<file path="src/rtl/pipe_pkg.sv">
`default_nettype none
// ============================================================================
//  Module      : pipe_pkg
//  Description : Shared constants, types and helpers for the pipeline stage
//                register and its optional bubble statistics counter.
//  Revision    : 1.0  initial release
// ============================================================================
package pipe_pkg;

  // Width of the bubble statistics counter.
  localparam int STATCNT_WIDTH = 16;

  // Default bubble control word: all-zero means no regwr/memwr/branch/jump.
  localparam logic [63:0] CTRL_BUBBLE_DEFAULT = 64'd0;

  // Action taken by the stage register at the next edge (rst handled apart).
  typedef enum logic [1:0] {
    OP_LOAD  = 2'd0,
    OP_STALL = 2'd1,
    OP_FLUSH = 2'd2
  } stage_op_e;

  // Saturating increment: sticks at all-ones instead of wrapping.
  function automatic logic [STATCNT_WIDTH-1:0] sat_inc(
    input logic [STATCNT_WIDTH-1:0] v
  );
    return (v == {STATCNT_WIDTH{1'b1}}) ? v : v + STATCNT_WIDTH'(1);
  endfunction

endpackage
`default_nettype wire

</file>
<file path="src/rtl/pipereg_if.sv">
`default_nettype none
// ============================================================================
//  Module      : pipereg_if
//  Description : Stage-register bundle: upstream payload plus hazard-unit
//                controls in, registered payload out.
//  Revision    : 1.0  initial release
// ============================================================================
interface pipereg_if #(
  parameter int DWIDTH = 32,
  parameter int CWIDTH = 8
);
  logic              validin;
  logic [DWIDTH-1:0] datain;
  logic [CWIDTH-1:0] ctrlin;
  logic              stall;
  logic              flush;
  logic              validout;
  logic [DWIDTH-1:0] dataout;
  logic [CWIDTH-1:0] ctrlout;

  // Upstream / hazard-unit side.
  modport master (
    output validin, datain, ctrlin, stall, flush,
    input  validout, dataout, ctrlout
  );

  // Stage register side.
  modport slave (
    input  validin, datain, ctrlin, stall, flush,
    output validout, dataout, ctrlout
  );
endinterface
`default_nettype wire

</file>
<file path="src/rtl/pipe_statcnt.sv">
`default_nettype none
// ============================================================================
//  Module      : pipe_statcnt
//  Description : Saturating event counter with synchronous clear; clear wins
//                over increment.
//  Revision    : 1.0  initial release
// ============================================================================
module pipe_statcnt
  import pipe_pkg::*;
(
  input  logic                     clk,
  input  logic                     rst,
  input  logic                     clr,
  input  logic                     inc,
  output logic [STATCNT_WIDTH-1:0] count
);

  logic [STATCNT_WIDTH-1:0] r_count;

  // Count events, saturating at all-ones; reset and clear both zero it.
  always_ff @(posedge clk) begin
    if (rst || clr) begin
      r_count <= '0;
    end else if (inc) begin
      r_count <= sat_inc(r_count);
    end
  end

  assign count = r_count;

endmodule
`default_nettype wire

</file>
<file path="src/rtl/pipereg.sv">
`default_nettype none
// ============================================================================
//  Module      : pipereg
//  Description : Generic pipeline stage register with valid, stall and flush.
//                Priority at each edge: rst > flush > stall > load. Outputs
//                come straight from flops. An invalid slot always carries the
//                bubble control word.
//                Optional macro PIPEREG_STATS_EN adds clrcnt/bubblecnt, a
//                saturating count of edges at which the stage held a bubble.
//  Revision    : 1.0  initial release
// ============================================================================
module pipereg
  import pipe_pkg::*;
#(
  parameter int                DWIDTH      = 32,
  parameter int                CWIDTH      = 8,
  parameter logic [CWIDTH-1:0] CTRL_BUBBLE = CWIDTH'(CTRL_BUBBLE_DEFAULT)
) (
  input  logic                     clk,
  input  logic                     rst,
`ifdef PIPEREG_STATS_EN
  input  logic                     clrcnt,
  output logic [STATCNT_WIDTH-1:0] bubblecnt,
`endif
  pipereg_if.slave                 bus
);

  logic              r_valid;
  logic [DWIDTH-1:0] r_data;
  logic [CWIDTH-1:0] r_ctrl;
  stage_op_e         w_op;

  // Decode the hazard controls; flush beats stall.
  always_comb begin
    w_op = OP_LOAD;
    if (bus.flush) begin
      w_op = OP_FLUSH;
    end else if (bus.stall) begin
      w_op = OP_STALL;
    end
  end

  // Stage register: reset clears everything, flush kills the slot but keeps
  // the data bits, stall holds, load takes the upstream values.
  always_ff @(posedge clk) begin
    if (rst) begin
      r_valid <= 1'b0;
      r_data  <= '0;
      r_ctrl  <= CTRL_BUBBLE;
    end else begin
      unique case (w_op)
        OP_FLUSH: begin
          r_valid <= 1'b0;
          r_ctrl  <= CTRL_BUBBLE;
        end
        OP_STALL: begin
          r_valid <= r_valid;
          r_data  <= r_data;
          r_ctrl  <= r_ctrl;
        end
        default: begin
          r_valid <= bus.validin;
          r_data  <= bus.datain;
          r_ctrl  <= bus.validin ? bus.ctrlin : CTRL_BUBBLE;
        end
      endcase
    end
  end

  assign bus.validout = r_valid;
  assign bus.dataout  = r_data;
  assign bus.ctrlout  = r_ctrl;

`ifdef PIPEREG_STATS_EN
  pipe_statcnt u_statcnt (
    .clk   (clk),
    .rst   (rst),
    .clr   (clrcnt),
    .inc   (~r_valid),
    .count (bubblecnt)
  );
`else
  // No statistics hardware in this build.
`endif

endmodule
`default_nettype wire

</file>
<file path="src/flat_wrapper.sv">
// flat-port wrapper written by rule: the top's interface ports become plain ports
module pipereg_flat import pipe_pkg::*;
#(
  parameter int                DWIDTH      = 32,
  parameter int                CWIDTH      = 8,
  parameter logic [CWIDTH-1:0] CTRL_BUBBLE = CWIDTH'(CTRL_BUBBLE_DEFAULT)
)
  (clk, rst, bus_validin, bus_datain, bus_ctrlin, bus_stall, bus_flush, bus_validout, bus_dataout, bus_ctrlout);
  pipereg_if #(.DWIDTH(DWIDTH), .CWIDTH(CWIDTH)) bus_i ();
  input  logic clk;
  input  logic rst;
  input wire logic [$bits(bus_i.validin)-1:0] bus_validin;
  input wire logic [$bits(bus_i.datain)-1:0] bus_datain;
  input wire logic [$bits(bus_i.ctrlin)-1:0] bus_ctrlin;
  input wire logic [$bits(bus_i.stall)-1:0] bus_stall;
  input wire logic [$bits(bus_i.flush)-1:0] bus_flush;
  output wire logic [$bits(bus_i.validout)-1:0] bus_validout;
  output wire logic [$bits(bus_i.dataout)-1:0] bus_dataout;
  output wire logic [$bits(bus_i.ctrlout)-1:0] bus_ctrlout;
  assign bus_i.validin = bus_validin;
  assign bus_i.datain = bus_datain;
  assign bus_i.ctrlin = bus_ctrlin;
  assign bus_i.stall = bus_stall;
  assign bus_i.flush = bus_flush;
  assign bus_validout = bus_i.validout;
  assign bus_dataout = bus_i.dataout;
  assign bus_ctrlout = bus_i.ctrlout;
  pipereg #(.DWIDTH(DWIDTH), .CWIDTH(CWIDTH), .CTRL_BUBBLE(CTRL_BUBBLE)) u_core (.clk(clk), .rst(rst), .bus(bus_i));
endmodule
</file>
<file path="config.mk">
export PLATFORM = sky130hd
export DESIGN_NAME = pipereg_flat
export DESIGN_NICKNAME = d
export VERILOG_FILES = /design/src/rtl/pipe_pkg.sv /design/src/rtl/pipereg_if.sv /design/src/rtl/pipe_statcnt.sv /design/src/rtl/pipereg.sv /design/src/flat_wrapper.sv
export SDC_FILE = /design/constraint.sdc
export NUM_CORES = 1
export LEC_CHECK = 0
export BUFFER_PORTS_ARGS = -buffer_cell sky130_fd_sc_hd__buf_2
export CORE_MARGIN = 2
export CORE_UTILIZATION = 45
export DETAILED_ROUTE_END_ITERATION = 8
export GPL_ROUTABILITY_DRIVEN = 0
export GPL_TIMING_DRIVEN = 0
export PLACE_DENSITY = 0.76
export SLEW_MARGIN = 20
export SYNTH_ARGS = -nofsm -noshare
export SYNTH_HDL_FRONTEND = slang
export SYNTH_HIERARCHICAL = 1
export SYNTH_SLANG_ARGS = --single-unit
</file>
<file path="constraint.sdc">
create_clock -name clk -period 1.05 [get_ports clk]
set_clock_uncertainty 0.05 [all_clocks]
set_input_delay 0.0525 -clock clk [delete_from_list [all_inputs] [get_ports clk]]
set_output_delay 0.0525 -clock clk [all_outputs]
set_load 0.02 [all_outputs]
</file>
==> flow_summary.yaml, run 1 <==
route:
  firstDrtPassIters: 4
  drc_errors: 0
  wl_mm: 4.16
  via_per_inst: 5.01
  postRouteAntennaNets: 0
  routedWlPerCell_um: 12.6
  dr_total_vias: 1659
  dr.first_iter.drc_count: 76
sta:
  finalMaxSlewViolations: 0
  hold_viol: 0
  setup_violations: 0
  setup_tns_ns: 0
  fin_crit_ns: 0.902
  fmax_mhz: 1110
  slew_headroom_pct: 69.4
  fin_crit_sh_pct: 85.9
  tightest_slew_ns: 0.459
  rsz0062_at_grt: "false"
  hold_ws_ns: 0.0247
  fin_ws_ns: 0.148
global_route:
  gr-usage-all-layers_pct: 20.9
  grt_pass1_wl_mm: 6.96
  antenna_found_initial: 0
  grt_max_degree: 12
  grt_pass1_vias: 1597
  grt.overflow.total: 0
logic_synthesis:
  synth.largest_area_cell: "dfxtp_1"
  synth_cell_types: 15
  synth.most_common_cell: "dfxtp_1"
  synthCells: 186
  yosys-top-cells-area: "dfxtp_1 48%, or3b_1 15%, a21oi_1 12%"
  synth_fp_nets: 231
  synth_edf_count: 0
  synth_seq_cells: 41
  synth_warnings: 6
  ys_top_cells_by_count: "41 x dfxtp_1, 40 x a21oi_1, 30 x or3b_1"
  synth.top_cell.area_share_pct: 48.3
  synthFlopType: "dfxtp_1"
  avgSynthCellArea_sq_um: 9.14
  synth-async-reset-ratio_pct: 0
  yosysSeqAreaShare_pct: 48.3
  syn-cell-area_sq_um: 1700
status:
  outcome: "finished clean"
die:
  fp-row-count: 22
  die_y_um: 65.4
  boundaryPins: 86
  fp.dieArea_sq_um: 4280
  core_area_sq_um: 3630
  die_w_um: 65.4
  start_util_pct: 46.8
finish:
  layout-drive-gt1-share_pct: 35.3
  nFillCells: 354
  synthToLayoutAreaGrowth_pct: 36.8
  diodes: 0
  final_nets: 327
power:
  ir_drop_uv: 750
  powerDensity_nw_per_um2: 1330
  power_leakage_nw: 1.03
clock_tree:
  cts_resized: 0
  clk-insertion-delay-late_ns: 0.28
  clock_sinks: 41
  cts_tree: "built"
  cts_buffer_depth: 2
  cts_made_buffers: 5
  clkSlewWorstSetupHoldPaths_ns: 0.07
  cts-root-buf: "clkbuf_8"
  cts_htree_levels: 2
placed_design:
  portBuffers: 81
  hpwl_mm: 2.87
  place_ws_ns: 0.0340
worst_setup_path:
  crit_path_cell_trace: "buf_2"
  reg2reg_to: "u_core/bus.dataout[3]"
  crit_buf_inv: 1
  critPathCaptureType: "primary output"
  cp_slowest_cell: "dfxtp_1"
  r2r_setup_slack_ns: 0.33
  reg2reg_depth: 2
  crit-reg2reg-launch: "u_core/bus.dataout[3]"
  critPathKind: "reg -> out"
  crit_required_ns: 0.95
  cp-start-kind: "flip-flop"
  worstPathArrival_ns: 0.80
  critPathMaxFanout: 2
  cp_top_family: "flip-flops"
  cp_slowest_stage_delay_ns: 0.35
min_path:
  min_to: "u_core/bus.dataout[25]"
  hp-class: "in -> reg"
  min_from: "bus_stall"
  min_path_cells: 3
job:
  cap_violations: 0
## power by group
group / total (mW) / internal, mW / switching (mW) / leakage, nW
clock: 0.950 / 0.472 / 0.478 / 0.0395
combinational: 0.487 / 0.220 / 0.267 / 0.653
sequential: 1.65 / 1.62 / 0.0269 / 0.335
## cell type report
class	count	area, sq um	area share (%)
flip-flops and latches	41	821	35.3
plain buffers	22	128	5.49
clock buffers	8	80.1	3.44
well taps	48	60.1	2.58
repair buffers	89	485	20.9
multi-input cells	123	751	32.3
## kinds of logic after synthesis
logic type             Yosys count  share of synthesized area [%]
AOI/OAI and AO/OA               72                           21.2
and+or+nand+nor                 50                           22.4
DFF                             41                           48.3
buffers and inverters           22                           7.51
muxes                            1                          0.589
## registers in the layout, summed over array words and instances (netlist names)
name / cells
u_core/bus.dataout: 32
u_core/bus.ctrlout: 8
u_core/bus.validout: 1
## what timing repair did
action | in CTS | in global routing
hold buffers | 8 | 0
endpoints found under the hold margin | 8 | 0
buffers inserted | 0 | 0
## per-layer routing
layer  track usage, %  up-vias  part of all wire, %
li1                 -      853                    -
met1             23.4      739                   42
met2             37.5       60                   48
met3             7.02        7                  8.2
met4             6.25        0                  1.1
met5                0        -                    0
## how the worst max path moves through the flow
| stage | startpoint | to | slack (ns) | cells past startpoint |
|---|---|---|---|---|
| 5_1_grt | u_core/bus.dataout[3] | bus_dataout[3] | 0.10 | 1 |
| 2_1_floorplan | bus_flush | u_core/bus.dataout[16] | 0.19 | 4 |
| 3_3_place_gp | bus_stall | u_core/bus.validout | 0.05 | 5 |
| 6_report | u_core/bus.dataout[3] | bus_dataout[3] | 0.15 | 1 |
| 4_1_cts | u_core/bus.dataout[3] | bus_dataout[3] | 0.14 | 1 |
| 3_5_place_dp | bus_stall | u_core/bus.validout | 0.03 | 5 |
## stage by stage
| step | area (sq um) | cells | total power, mW | utilization (%) |
|---|---|---|---|---|
| after floorplan | 1700 | 186 | 1.96 | - |
| after global placement | 2160 | 315 | 2.14 | 59.6 |
| after detailed placement | 2160 | 315 | 2.15 | 59.6 |
| after CTS | 2320 | 331 | 3.13 | 64.0 |
| after global routing | 2320 | 331 | 3.25 | 64.0 |
| final | 2320 | 331 | 3.08 | 64.0 |
## placed cells by master (no fill, tap or decap)
master and instances:
clkbuf_1 14, o21ai_1 3, dfxtp_1 41, mux2i_1 1, buf_2 86, or2_2 1
nand3b_1 8, or3b_2 2, nand2_1 8, buf_6 5, nor2_1 1, a21oi_1 40
or3b_1 30, o21ai_0 29, clkbuf_8 5, dlygate4sd3_1 8, clkbuf_2 1
No activity file was read; power rests on OpenSTA's default activity.
==> run 2, diff against run 1 <==
--- a/config.mk
+++ b/config.mk
@@ -5,13 +5,14 @@
 export SDC_FILE = /design/constraint.sdc
 export NUM_CORES = 1
 export LEC_CHECK = 0
+export ABC_AREA = 1
 export BUFFER_PORTS_ARGS = -buffer_cell sky130_fd_sc_hd__buf_2
 export CORE_MARGIN = 2
-export CORE_UTILIZATION = 45
+export CORE_UTILIZATION = 42
 export DETAILED_ROUTE_END_ITERATION = 8
 export GPL_ROUTABILITY_DRIVEN = 0
 export GPL_TIMING_DRIVEN = 0
-export PLACE_DENSITY = 0.76
+export PLACE_DENSITY = 0.74
 export SLEW_MARGIN = 20
 export SYNTH_ARGS = -nofsm -noshare
 export SYNTH_HDL_FRONTEND = slang
==> run 2 against run 1 <==
  * The run now ends with setup timing left
  * Count of clock-buffer cells in the layout decreased by 3
  * Worst setup slack got worse by 0.17 ns
  * Power hardly changed
  * Synthesized area is 13% lower
  * Maximum frequency is 15% lower
  * Via count up 1.7%
==> flow_summary.yaml, run 2 <==
power:
  powerDensity_nw_per_um2: 1240
  p_int_mw: 2.20
  clockPowerShare_pct: 24.6
  seqPwrFrac_pct: 54.5
  switching_share_pct: 28.5
  p_comb_share_pct: 20.9
  power_leakage_nw: 1.23
  ir_drop_uv: 812
  p_switching_uw: 880
global_route:
  antenna_found_initial: 0
  met2_usage_pct: 34.1
  grtUsageMet3_pct: 7.86
  grt_max_degree: 14
  grt_pass1_wl_mm: 6.82
  grt.overflow.total: 0
  gr-usage-all-layers_pct: 21.6
  busiest_layer: "met2"
  use_met1_pct: 27.7
  grt_pass1_vias: 1495
finish:
  synthToLayoutAreaGrowth_pct: 67.2
  multiInputGateArea_sq_um: 569
  final_common_cell: "buf_2"
  most-common-layout-cells: "83 x buf_2, 58 x nor2_1, 43 x dlygate4sd3_1"
  regArea_sq_um: 821
  diodes: 0
  layout-drive-gt1-share_pct: 35.3
  largest_register_ffs: 32
  final_util_pct: 73.9
  final_nets: 361
  nFillCells: 270
logic_synthesis:
  syn-cell-area_sq_um: 1490
  yosys-top-cells-area: "dfxtp_1 55%, nor2_1 16%, o21ai_0 8.4%"
  synth.largest_area_cell: "dfxtp_1"
  synthFlopType: "dfxtp_1"
  synth_edf_count: 0
  synth_cell_types: 15
  synth-async-reset-ratio_pct: 0
  synth_fp_nets: 226
  yosysSeqAreaShare_pct: 55.2
  synth.most_common_cell: "nor2_1"
  synthCells: 181
  synth_warnings: 6
  synth_seq_cells: 41
  synth.top_cell.area_share_pct: 55.2
  ys_top_cells_by_count: "64 x nor2_1, 41 x dfxtp_1, 25 x o21ai_0"
  avgSynthCellArea_sq_um: 8.21
sta:
  slew_headroom_pct: 74.7
  hold_ws_ns: 0.0455
  hold_viol: 0
  fmax_mhz: 937
  fin_crit_sh_pct: 102
  tightest_slew_ns: 0.379
  finalMaxSlewViolations: 0
  setup_violations: 1
  rsz0062_at_grt: "true"
  fin_ws_ns: -0.0169
  fin_crit_ns: 1.07
  setup_tns_ns: -0.0169
status:
  violations: "setup timing"
  outcome: "complete, but fails checks"
route:
  postRouteAntennaNets: 0
  routedWlPerCell_um: 11.5
  dr.first_iter.drc_count: 86
  drc_errors: 0
  firstDrtPassIters: 4
  dr_total_vias: 1687
  via_per_inst: 4.65
  wl_mm: 4.17
worst_setup_path:
  worstPathArrival_ns: 1.28
  reg2reg_to: "u_core/bus.dataout[27]"
  crit_start: "bus_stall"
  critPathMaxFanout: 10
  critPathCaptureType: "flip-flop"
  crit_required_ns: 1.26
  r2r_setup_slack_ns: 0.28
  cp-start-kind: "primary input"
  crit-reg2reg-launch: "u_core/bus.dataout[27]"
  critPathKind: "in -> reg"
  reg2reg_depth: 2
clock_tree:
  clock_sinks: 41
  cts_htree_levels: 2
  cts_buffer_depth: 2
  cts-root-buf: "clkbuf_4"
  clk-insertion-delay-late_ns: 0.35
  cts_tree: "built"
  clkSlewWorstSetupHoldPaths_ns: 0.12
  cts_made_buffers: 5
min_path:
  hp-class: "in -> reg"
  min_to: "u_core/bus.validout"
  min_from: "bus_validin"
  min_path_cells: 3
die:
  die_w_um: 63.5
  boundaryPins: 86
  start_util_pct: 44.2
  die_y_um: 63.5
  fp.dieArea_sq_um: 4030
  core_area_sq_um: 3360
  fp-row-count: 21
job:
  cap_violations: 0
placed_design:
  hpwl_mm: 2.35
  portBuffers: 82
==> run 2: changes by cell type in the layout (fill, tap and decap cells not counted), moves of 8 or more <==
cell	delta
nand3b_1	-8
or3b_1	-30
clkbuf_1	-11
dlygate4sd3_1	+35
nor2_1	+57
a21oi_1	-31
nand3_1	+17
==> run 2: cells by family after synthesis <==
| logic type | count (synthesis) | share of synthesized area (%) |
|---|---|---|
| AO/OA/AOI/OAI | 41 | 13.8 |
| buffers and inverters | 16 | 7.49 |
| flip-flops | 41 | 55.2 |
| AND/OR/NAND/NOR | 83 | 23.5 |
==> run 2: worst max path at each step <==
stage	slack, ns	depth (start not counted)	to
CTS	0.01	6	u_core/bus.dataout[14]
detailed placement	0.14	5	u_core/bus.dataout[15]
floorplan	0.29	2	u_core/bus.ctrlout[0]
finish	-0.02	7	u_core/bus.dataout[29]
global route	-0.01	7	u_core/bus.dataout[29]
global placement	0.13	5	u_core/bus.dataout[23]
==> run 2: timing repair <==
item                                    in CTS  in global routing
setup buffers                                0                  3
resized for setup                            0                 10
hold buffers                                43                  0
endpoints found under the setup margin       0                 32
endpoints found under the hold margin       41                  0
==> run 2: layer usage <==
layer  wire [um]  vias up
li1            -      863
met1        1800      739
met2        1910       77
met3         396        8
met4          67        0
met5           0        -
==> run 2: area by class of cell <==
type	count	share of cell area (%)
multi-input combinational	124	22.9
buffer	13	4.03
clock inverter	3	0.705
sequential	41	33.0
inverter	3	0.655
clock buffer	5	1.51
tap	46	2.32
timing repair buffer	128	34.8
==> run 2: critical path, stage by stage <==
cell	delay, ns
dlygate4sd3_1	0.55
buf_6	0.14
nor2_8	0.11
inv_2	0.08
buf_6	0.15
nor2_1	0.13
nor2_1	0.07
==> run 2: through the flow <==
step / std cells / instance area (sq um) / setup slack (ns) / power, mW
final: 363 / 2480 / -0.0169 / 3.08
after global routing: 363 / 2480 / -0.0147 / 3.27
after CTS: 360 / 2440 / 0.0130 / 3.09
after detailed placement: 309 / 1950 / 0.138 / 2.21
after global placement: 309 / 1950 / 0.127 / 2.20
after floorplan: 181 / 1490 / 0.294 / 2.00
==> run 2: power groups by stage <==
stage / combinational, mW / sequential (mW) / clock (mW)
finish: 0.643 / 1.68 / 0.759
global route: 0.702 / 1.69 / 0.876
CTS: 0.615 / 1.68 / 0.792
detailed placement: 0.493 / 1.71 / 0
global placement: 0.489 / 1.72 / 0
floorplan: 0.178 / 1.83 / 0
